==> src/rtl/apb_pkg.sv <==
`default_nettype none
// ============================================================================
// Module      : apb_pkg
// Description : Shared types and constants for the APB subsystem: master FSM
//               state encoding, default bus widths and pwrite encodings.
// Revision    : 1.0 - initial release
// ============================================================================
package apb_pkg;

    // Master FSM states
    typedef enum logic [1:0] {
        IDLE   = 2'd0,
        SETUP  = 2'd1,
        ACCESS = 2'd2
    } apb_state_e;

    // Default command / APB address and data widths
    localparam int APB_ADDR_W = 8;
    localparam int APB_DATA_W = 8;

    // pwrite encodings
    localparam logic APB_WRITE = 1'b1;
    localparam logic APB_READ  = 1'b0;

endpackage : apb_pkg
`default_nettype wire

==> src/rtl/apb_slave_mem.sv <==
`default_nettype none
// ============================================================================
// Module      : apb_slave_mem
// Description : APB slave backed by a byte-wide register memory. Produces
//               pready/pslaverr combinationally and registers read data.
//               Optional macro APB_WAIT_STATE_EN inserts one wait state per
//               transfer (pready low in the first ACCESS cycle).
// Revision    : 1.0 - initial release
// ============================================================================
module apb_slave_mem
    import apb_pkg::*;
#(
    parameter int MEM_DEPTH = 64,
    parameter int ADDR_W    = APB_ADDR_W,
    parameter int DATA_W    = APB_DATA_W
) (
    input  logic              pclk,
    input  logic              presetn,
    input  logic              psel,
    input  logic              penable,
    input  logic              pwrite,
    input  logic [ADDR_W-1:0] paddr,
    input  logic [DATA_W-1:0] pwdata,
    output logic              pready,
    output logic              pslaverr,
    output logic [DATA_W-1:0] prdata
);

    localparam int IDX_W = (MEM_DEPTH > 1) ? $clog2(MEM_DEPTH) : 1;
    // Depth widened by one bit so MEM_DEPTH = 256 still compares correctly
    localparam logic [ADDR_W:0] DEPTH_EXT = (ADDR_W + 1)'(MEM_DEPTH);

    logic [DATA_W-1:0] mem_q [MEM_DEPTH];
    logic [DATA_W-1:0] prdata_q;
    logic [DATA_W-1:0] prdata_d;
    logic [IDX_W-1:0]  mem_idx;
    logic              access;
    logic              out_of_range;
    logic              mem_we;

`ifdef APB_WAIT_STATE_EN
    logic wait_done_q;
    logic wait_done_d;

    // First ACCESS cycle arms the flag; the second cycle completes and clears it
    always_comb begin
        wait_done_d = psel & penable & ~wait_done_q;
    end

    // Wait-state flag register
    always_ff @(posedge pclk or negedge presetn) begin
        if (!presetn) begin
            wait_done_q <= 1'b0;
        end else begin
            wait_done_q <= wait_done_d;
        end
    end

    assign access = psel & penable & wait_done_q;
`else
    assign access = psel & penable;
`endif

    assign mem_idx      = paddr[IDX_W-1:0];
    assign out_of_range = ({1'b0, paddr} >= DEPTH_EXT);
    assign pready       = access;
    // Error is only meaningful in the completing cycle, so gate it with pready
    assign pslaverr     = access & out_of_range;
    assign prdata       = prdata_q;

    // Commit/capture decisions for the completing ACCESS cycle
    always_comb begin
        mem_we   = 1'b0;
        prdata_d = prdata_q;
        if (access && !out_of_range) begin
            if (pwrite == APB_WRITE) begin
                mem_we = 1'b1;
            end else begin
                prdata_d = mem_q[mem_idx];
            end
        end
    end

    // Memory array and read-data register; reset clears every entry
    always_ff @(posedge pclk or negedge presetn) begin
        if (!presetn) begin
            prdata_q <= '0;
            for (int i = 0; i < MEM_DEPTH; i++) begin
                mem_q[i] <= '0;
            end
        end else begin
            prdata_q <= prdata_d;
            if (mem_we) begin
                mem_q[mem_idx] <= pwdata;
            end
        end
    end

endmodule : apb_slave_mem
`default_nettype wire

==> src/rtl/apb_topmodule.sv <==
`default_nettype none
// ============================================================================
// Module      : apb_topmodule
// Description : Self-contained APB subsystem. A master FSM turns a simple
//               command interface into APB SETUP/ACCESS phases towards a
//               single memory-backed slave (apb_slave_mem). Only pready,
//               pslaverr and prdata are visible outside.
//               Optional macro APB_WAIT_STATE_EN (slave wait state).
// Revision    : 1.0 - initial release
// ============================================================================
module apb_topmodule
    import apb_pkg::*;
#(
    parameter int MEM_DEPTH = 64,
    parameter int ADDR_W    = APB_ADDR_W,
    parameter int DATA_W    = APB_DATA_W
) (
    input  logic              pclk,
    input  logic              presetn,
    input  logic              transfer,
    input  logic              read_write,
    input  logic [ADDR_W-1:0] apb_write_paddr,
    input  logic [ADDR_W-1:0] apb_read_paddr,
    input  logic [DATA_W-1:0] apb_write_data,
    output logic              pready,
    output logic              pslaverr,
    output logic [DATA_W-1:0] prdata
);

    apb_state_e        state_q,  state_d;
    logic              psel_q,   psel_d;
    logic              penable_q, penable_d;
    logic              pwrite_q, pwrite_d;
    logic [ADDR_W-1:0] paddr_q,  paddr_d;
    logic [DATA_W-1:0] pwdata_q, pwdata_d;
    logic              latch_cmd;

    // Next-state and command-latch decisions; bus controls follow the next state
    always_comb begin
        state_d   = state_q;
        latch_cmd = 1'b0;
        case (state_q)
            IDLE: begin
                if (transfer) begin
                    state_d   = SETUP;
                    latch_cmd = 1'b1;
                end
            end
            SETUP: begin
                state_d = ACCESS;
            end
            ACCESS: begin
                if (pready) begin
                    if (transfer) begin
                        state_d   = SETUP;
                        latch_cmd = 1'b1;
                    end else begin
                        state_d = IDLE;
                    end
                end
            end
            default: begin
                state_d = IDLE;
            end
        endcase

        psel_d    = (state_d != IDLE);
        penable_d = (state_d == ACCESS);

        pwrite_d  = pwrite_q;
        paddr_d   = paddr_q;
        pwdata_d  = pwdata_q;
        if (latch_cmd) begin
            pwrite_d = read_write;
            paddr_d  = (read_write == APB_WRITE) ? apb_write_paddr : apb_read_paddr;
            pwdata_d = apb_write_data;
        end
    end

    // Master FSM state, registered bus controls and latched command
    always_ff @(posedge pclk or negedge presetn) begin
        if (!presetn) begin
            state_q   <= IDLE;
            psel_q    <= 1'b0;
            penable_q <= 1'b0;
            pwrite_q  <= APB_READ;
            paddr_q   <= '0;
            pwdata_q  <= '0;
        end else begin
            state_q   <= state_d;
            psel_q    <= psel_d;
            penable_q <= penable_d;
            pwrite_q  <= pwrite_d;
            paddr_q   <= paddr_d;
            pwdata_q  <= pwdata_d;
        end
    end

    apb_slave_mem #(
        .MEM_DEPTH (MEM_DEPTH),
        .ADDR_W    (ADDR_W),
        .DATA_W    (DATA_W)
    ) u_slave (
        .pclk     (pclk),
        .presetn  (presetn),
        .psel     (psel_q),
        .penable  (penable_q),
        .pwrite   (pwrite_q),
        .paddr    (paddr_q),
        .pwdata   (pwdata_q),
        .pready   (pready),
        .pslaverr (pslaverr),
        .prdata   (prdata)
    );

endmodule : apb_topmodule
`default_nettype wire

==> config.mk <==
export PLATFORM = sky130hd
export DESIGN_NAME = apb_topmodule
export DESIGN_NICKNAME = d
export VERILOG_FILES = /design/src/rtl/apb_pkg.sv /design/src/rtl/apb_slave_mem.sv /design/src/rtl/apb_topmodule.sv
export SDC_FILE = /design/constraint.sdc
export NUM_CORES = 1
export LEC_CHECK = 0
export ABC_AREA = 1
export CORE_MARGIN = 4
export CORE_UTILIZATION = 45
export CTS_CLUSTER_SIZE = 28
export DETAILED_ROUTE_END_ITERATION = 10
export PLACE_DENSITY = 0.62
export SLEW_MARGIN = 20
export SYNTH_ARGS = -nofsm -noshare
export SYNTH_HDL_FRONTEND = slang
export SYNTH_SLANG_ARGS = --single-unit
==> constraint.sdc <==
create_clock -name pclk -period 3 [get_ports pclk]
set_input_delay 0.3 -clock pclk [delete_from_list [all_inputs] [get_ports pclk]]
set_output_delay 0.3 -clock pclk [all_outputs]
set_load 0.02 [all_outputs]
==> out/metrics.cfg, run 1 <==
[clock_network]
cts-buffers-inserted=58
clock_latency_ps=630
post_cts_buffers=0
cts_tree=built
clk_pin_slew_ps=60
cts_num_sinks=541
htree_levels=2
clockBufferDepth=3
clockRootBuffer=clkbuf_16

[place]
place_congestion=0.858
numPortBuffers=37
post-dp-hpwl_mm=46.4
dp.cells=3968

[routing]
antenna_left=0
dr_total_vias=21300
drt-wirelength-per-cell_um=18.2
drt_wl_total_mm=73.9
drtIter0Drc=2081
via_per_inst=5.24
dr.pass1.iters=5
post-route-drc-count=0

[critical_path]
arrival_ps=3130
crit_slowest_cell=dfrtp_4
crit_chain=inv_4 -> buf_12 -> nand2_1 -> nand3_1 -> nand2_1 -> o21ai_0 -> nand2_1 -> nor2_1 -> nand3_1 -> nand2_1 -> inv_1
cp_common_cell=nand2_1
worstSetupStartpointType=register
crit_type=register to register
max_stage_delay_ps=640
r2r-start=paddr_q[0]
path_max_fanout=83
worstPathRequired_ps=3530
crit_start=paddr_q[0]
end_kind=register

[run_status]
status=completed

[global_route]
grt_pass1_wl_mm=118
grt_pass1_vias=20300
grt_max_degree=125
grt_antenna_before_repair=0
grtUsageTotal_pct=24.6
gr-total-overflow=0

[logic_synthesis]
synth_area_leaders=dfrtp_1, nand2_1, o21ai_0, inv_1, nand3_1
syn_inst=3329
netlist.area_leader.share_pct=53.0
synth_area_per_cell_um2=7.67
synth_top_area_cell=dfrtp_1
yosysWarnings=0
syn_area_um2=25500
yosysSeqAreaShare_pct=53.0
synth_nets=3357
synthDistinctLibCells=26
synth-seq-cells=541

[timing]
layout_min_cycle_time_ps=2600
hold_violations=0
fin_setup_tns_ps=0
finalCritPeriodShare_pct=86.7
final-setup-viol-count=0
holdWs_ps=126
finClkSkew_ps=17.0
tightest_slew_ps=1120
fmax_ghz=0.385
rsz0062_at_grt=no
slew_headroom_pct=25.4
finalMaxSlewViolations=0

[floorplan]
initial_core_util_pct=45.4
core_area_um2=56300
io-pin-count=38
die_w_um=246
fp.dieH_um=246
die_area_um2=60600
rows=87

[min_path]
hold_class=primary input to asynchronous set/reset pin

[power]
power_density_nw_per_um2=889
leakage_nw=13.4
ir_worst_vdd_v=0.000474

[finish]
layout-drive-gt1-share_pct=6.84
instances_no_fill=4074
syn_to_final_growth_pct=12.0
diodes=0
fin_nets=3301

[flow_run]
max-cap-violations=0

[cells in the mapped netlist, drive strengths merged]
| cell | instances |
|---|---|
| nand3 | 171 |
| nand2 | 1118 |
| nor2 | 181 |
| a21oi | 3 |
| clkinv | 2 |
| o211ai | 69 |
| o31ai | 8 |
| dfrtp | 541 |
| nor4 | 4 |
| or2 | 32 |
| nor3 | 7 |
| o21ai | 585 |
| buf | 33 |
| nand3b | 1 |
| inv | 395 |
| clkbuf | 179 |
[final cells by class]
| type | instances | area, um^2 |
|---|---|---|
| Clock buffer | 87 | 1720 |
| Clock inverter | 18 | 163 |
| Fill cell | 5471 | 27700 |
| Inverter | 397 | 1500 |
| Multi-Input combinational cell | 2179 | 9700 |
| Sequential cell | 541 | 13500 |
| Tap cell | 756 | 946 |
| Timing Repair Buffer | 96 | 1030 |
[cell families after synthesis]
kind of cell,Yosys count,share of synthesized area (%)
compound gates,665,13.8
simple gates,1514,24.1
flops,541,53.0
buf+inv,609,9.11
[final timing paths]
| kind | to | slack [ps] | cells past startpoint |
|---|---|---|---|
| worst min-delay path | u_slave.mem_q[39] | 130 | 2 |
| max in group asynchronous | u_slave.mem_q[379] | 1880 | 3 |
| min in group pclk | pwdata_q[2] | 240 | 3 |
| worst max-delay path | u_slave.prdata[1] | 400 | 11 |
| worst min register to register | penable_q | 480 | 1 |
| worst max register to register | u_slave.prdata[1] | 400 | 11 |
[flip-flops by register name, indices dropped and copies added, names as in the netlist]
| name | cells |
|---|---|
| u_slave.mem_q | 512 |
| paddr_q | 8 |
| pwdata_q | 8 |
| u_slave.prdata | 8 |
| state_q | 2 |
| penable_q | 1 |
| psel_q | 1 |
| pwrite_q | 1 |
[per-layer routing]
metal	wire, um	vias up	GRT usage, %
met3	4720	155	4.59
li1	-	10300	-
met4	2720	0	8.59
met2	33700	658	38.3
met1	32900	10200	34.8
met5	0	-	0
[layout by cell type, fill, tap and decap left out, types with 12 or more instances in the layout]
master,instances
o21ai_1,49
inv_2,12
dfrtp_1,540
buf_12,17
clkbuf_8,16
nand3_1,171
inv_1,381
nor2_1,173
nand2_2,12
clkbuf_1,13
clkinv_2,12
or2_2,32
clkbuf_16,58
clkdlybuf4s50_1,36
o21ai_0,536
buf_4,41
o211ai_1,69
nand2_1,1106
[through the flow]
step	cell area [um^2]	power, mW	util, %	worst slack [ps]
after floorplan	25500	14.4	-	1050
after global placement	26700	18.3	47.5	433
after detailed placement	26700	18.4	47.5	473
after CTS	28600	25.5	50.8	424
after global routing	28600	26.9	50.8	200
final	28600	25.4	50.8	400
[critical path, delay by kind of cell, from the launching register on]
family          cells  cell delay (ps)
buf+inv             3              540
compound gates      1              260
flops               1              640
simple gates        7             1000
[timing repair]
| item | CTS | global route |
|---|---|---|
| hold buffers | 1 | 0 |
| resized for setup | 0 | 0 |
| hold endpoints to repair | 460 | 0 |
[power breakdown]
part	switching [mW]	internal [mW]	leakage [nW]	total [mW]
clock	3.01	4.11	0.940	7.12
combinational	6.79	2.62	4.99	9.41
sequential	0.686	8.22	7.49	8.91
total	10.5	15.0	13.4	25.4
Note: power is estimated with default switching activity, not from simulation.
==> run 2: changes to the inputs <==
Settings changed: PLACE_DENSITY 0.62 to 0.64, SETUP_SLACK_MARGIN set to 0.5.
Clock period 3 ns to 3.1 ns, I/O delays scaled along.
==> run 2 against run 1 <==
Against the previous run:
- count of clock-buffer cells in the layout is 1 higher
- design area is 1.5% higher
- register-to-register slack better by 150 ps
- fmax is 1.8% higher
- setup slack better by 150 ps
- utilization is 0.75 points higher
- via count is 0.15% higher
- cell count is 0.49% higher
- worst hold slack better by 150 ps
- sequential cell count stayed put
- clock power is 2.8% higher
- critical path depth is 1 higher
==> out/metrics.cfg, run 2 (synthesis gave the netlist of run 1 again) <==
[run_status]
status=completed

[global_route]
grt_pass1_vias=20800  ; +2.6%
grtUsageTotal_pct=24.5  ; -0.10 points
grt_max_degree=94  ; -25%
grt_pass1_wl_mm=118  ; +0.14%
gr-total-overflow=0  ; unchanged
grt_antenna_before_repair=0  ; unchanged

[clock_network]
clock_latency_ps=630  ; about the same
clk_pin_slew_ps=60  ; about the same
htree_levels=2  ; unchanged
cts_tree=built
cts_num_sinks=541  ; unchanged
clockBufferDepth=3  ; unchanged
cts-buffers-inserted=58  ; unchanged
clockRootBuffer=clkbuf_16

[finish]
syn_to_final_growth_pct=13.6
layout-drive-gt1-share_pct=7.88  ; +1.0 points
final_common_cell=nand2_1
max_flop_register=u_slave.mem_q
largest_reg_flops=512  ; unchanged
final_cell_mix=nand2_1, dfrtp_1, o21ai_0
nFillCells=5382  ; -1.6%
finish.utilization_pct=51.6  ; +0.75 points
fin_nets=3318  ; +0.51%
diodes=0  ; unchanged

[min_path]
hold_class=primary input to register
hold_depth=3
min-delay-start=apb_write_data[1]

[flow_run]
max-cap-violations=0  ; unchanged

[floorplan]
die_area_um2=60600  ; unchanged
die_w_um=246  ; unchanged
initial_core_util_pct=45.4  ; unchanged
io-pin-count=38  ; unchanged
core_area_um2=56300  ; unchanged
fp.dieH_um=246  ; unchanged
rows=87  ; unchanged

[routing]
antenna_left=0  ; unchanged
post-route-drc-count=0  ; unchanged
dr_total_vias=21400  ; +0.15%
drtIter0Drc=2382  ; +14%
drt_wl_total_mm=72.7  ; -1.7%
drt-wirelength-per-cell_um=17.7  ; -2.2%
via_per_inst=5.22  ; -0.33%
dr.pass1.iters=6  ; +1

[timing]
holdWs_ps=276  ; +150 ps
finalCritPeriodShare_pct=82.4  ; -4.3 points
layout_min_cycle_time_ps=2550  ; -46.1 ps
fin_setup_tns_ps=0  ; unchanged
rsz0062_at_grt=yes
final-setup-viol-count=0  ; unchanged
finClkSkew_ps=24.6  ; +7.61 ps
slew_headroom_pct=38.7  ; +13 points
fmax_ghz=0.392  ; +1.8%
hold_violations=0  ; unchanged
tightest_slew_ps=919  ; -198 ps
finalMaxSlewViolations=0  ; unchanged

[power]
p_sw_share_pct=40.1  ; -1.1 points
leakage_nw=13.6  ; +1.4%
internal-power_mw=15.0  ; +0.48%
switchingPower_mw=10.0  ; -4.2%
combPwrFrac_pct=36.3  ; -0.7 points
clkPwrFrac_pct=29.2  ; +1.2 points
power_density_nw_per_um2=864  ; -2.9%
pwr-share-seq_pct=34.5  ; -0.5 points
ir_worst_vdd_v=0.000499  ; +5.2%

[critical_path]
crit_start=paddr_q[0]
crit_type=register to register
arrival_ps=3070  ; -60 ps
worstSetupStartpointType=register
r2r_slack_ps=550  ; +150 ps
end_kind=register
r2r-start=paddr_q[0]
worstPathRequired_ps=3620  ; +90 ps
rr_worst_depth=12  ; +1
path_max_fanout=43  ; -48%

[place]
post-dp-hpwl_mm=46.0  ; -0.68%
numPortBuffers=37  ; unchanged
place_congestion=0.891  ; +3.9%

run 2: cell types whose count changed in the layout (fill, tap and decap cells not counted), moves of 4 or more:
cell / before / now
nand3_2: 0 / 5
o21ai_1: 49 / 53
buf_4: 41 / 51
o21ai_0: 536 / 531
nand2_1: 1106 / 1101
nand3_1: 171 / 166
clkinvlp_4: 0 / 4
nand2_2: 12 / 17
run 2: metal layers:
layer / share of wire, % / vias up / GRT usage (%)
li1: - / 10300 / -
met1: 44 / 10200 / 34.5
met2: 46 / 716 / 39.4
met3: 6.9 / 127 / 3.74
met4: 2.7 / 0 / 7.66
met5: 0 / - / 0
run 2: cell type report:
type / instances / area, um^2 / area share (%)
Clock buffer: 88 / 1800 / 6.20
Clock inverter: 20 / 239 / 0.823
Inverter: 397 / 1500 / 5.17
Multi-Input combinational cell: 2179 / 9750 / 33.6
Sequential cell: 541 / 13500 / 46.7
Tap cell: 756 / 946 / 3.26
Timing Repair Buffer: 113 / 1250 / 4.30
run 2: worst max-delay path, stage by stage, from the launching register on:
cell and delay (ps):
dfrtp_4 590, inv_4 170, buf_16 240, buf_16 250, nand2_1 90, nand3_1 90
nand2_1 100, o21ai_1 340, nand2_1 180, nor2_1 130, nand3_1 80, nand2_1 80
inv_1 40
run 2: final timing paths:
| path | to |
|---|---|
| min in group asynchronous | u_slave.mem_q[67] |
| max reg2reg | u_slave.prdata[5] |
| min reg2reg | penable_q |
| min | pwdata_q[1] |
| max in group asynchronous | pwdata_q[3] |
| max | u_slave.prdata[5] |
run 2: stage by stage:
step / setup slack [ps] / power [mW] / instance area [um^2] / std cells
after global routing: 384 / 26.5 / 29000 / 4094
after global placement: 187 / 17.5 / 26800 / 3975
after floorplan: 1150 / 14.0 / 25500 / 3329
after detailed placement: 209 / 17.5 / 26800 / 3975
after CTS: 545 / 25.0 / 28900 / 4086
final: 546 / 25.1 / 29000 / 4094
run 2: what timing repair did:
item | in CTS | in global routing
hold buffers | 1 | 0
gates cloned | 1 | 0
endpoints found under the hold margin | 78 | 0
resized for setup | 8 | 17
pin swaps | 0 | 1
setup endpoints to repair | 8 | 185
setup buffers | 1 | 8
run 2: power by group through the flow:
| stage | sequential [mW] | combinational (mW) | clock [mW] |
|---|---|---|---|
| floorplan | 8.49 | 5.48 | 0 |
| global route | 8.73 | 10.1 | 7.73 |
| CTS | 8.63 | 8.93 | 7.44 |
| global placement | 8.74 | 8.72 | 0 |
| detailed placement | 8.78 | 8.74 | 0 |
| finish | 8.64 | 9.11 | 7.32 |
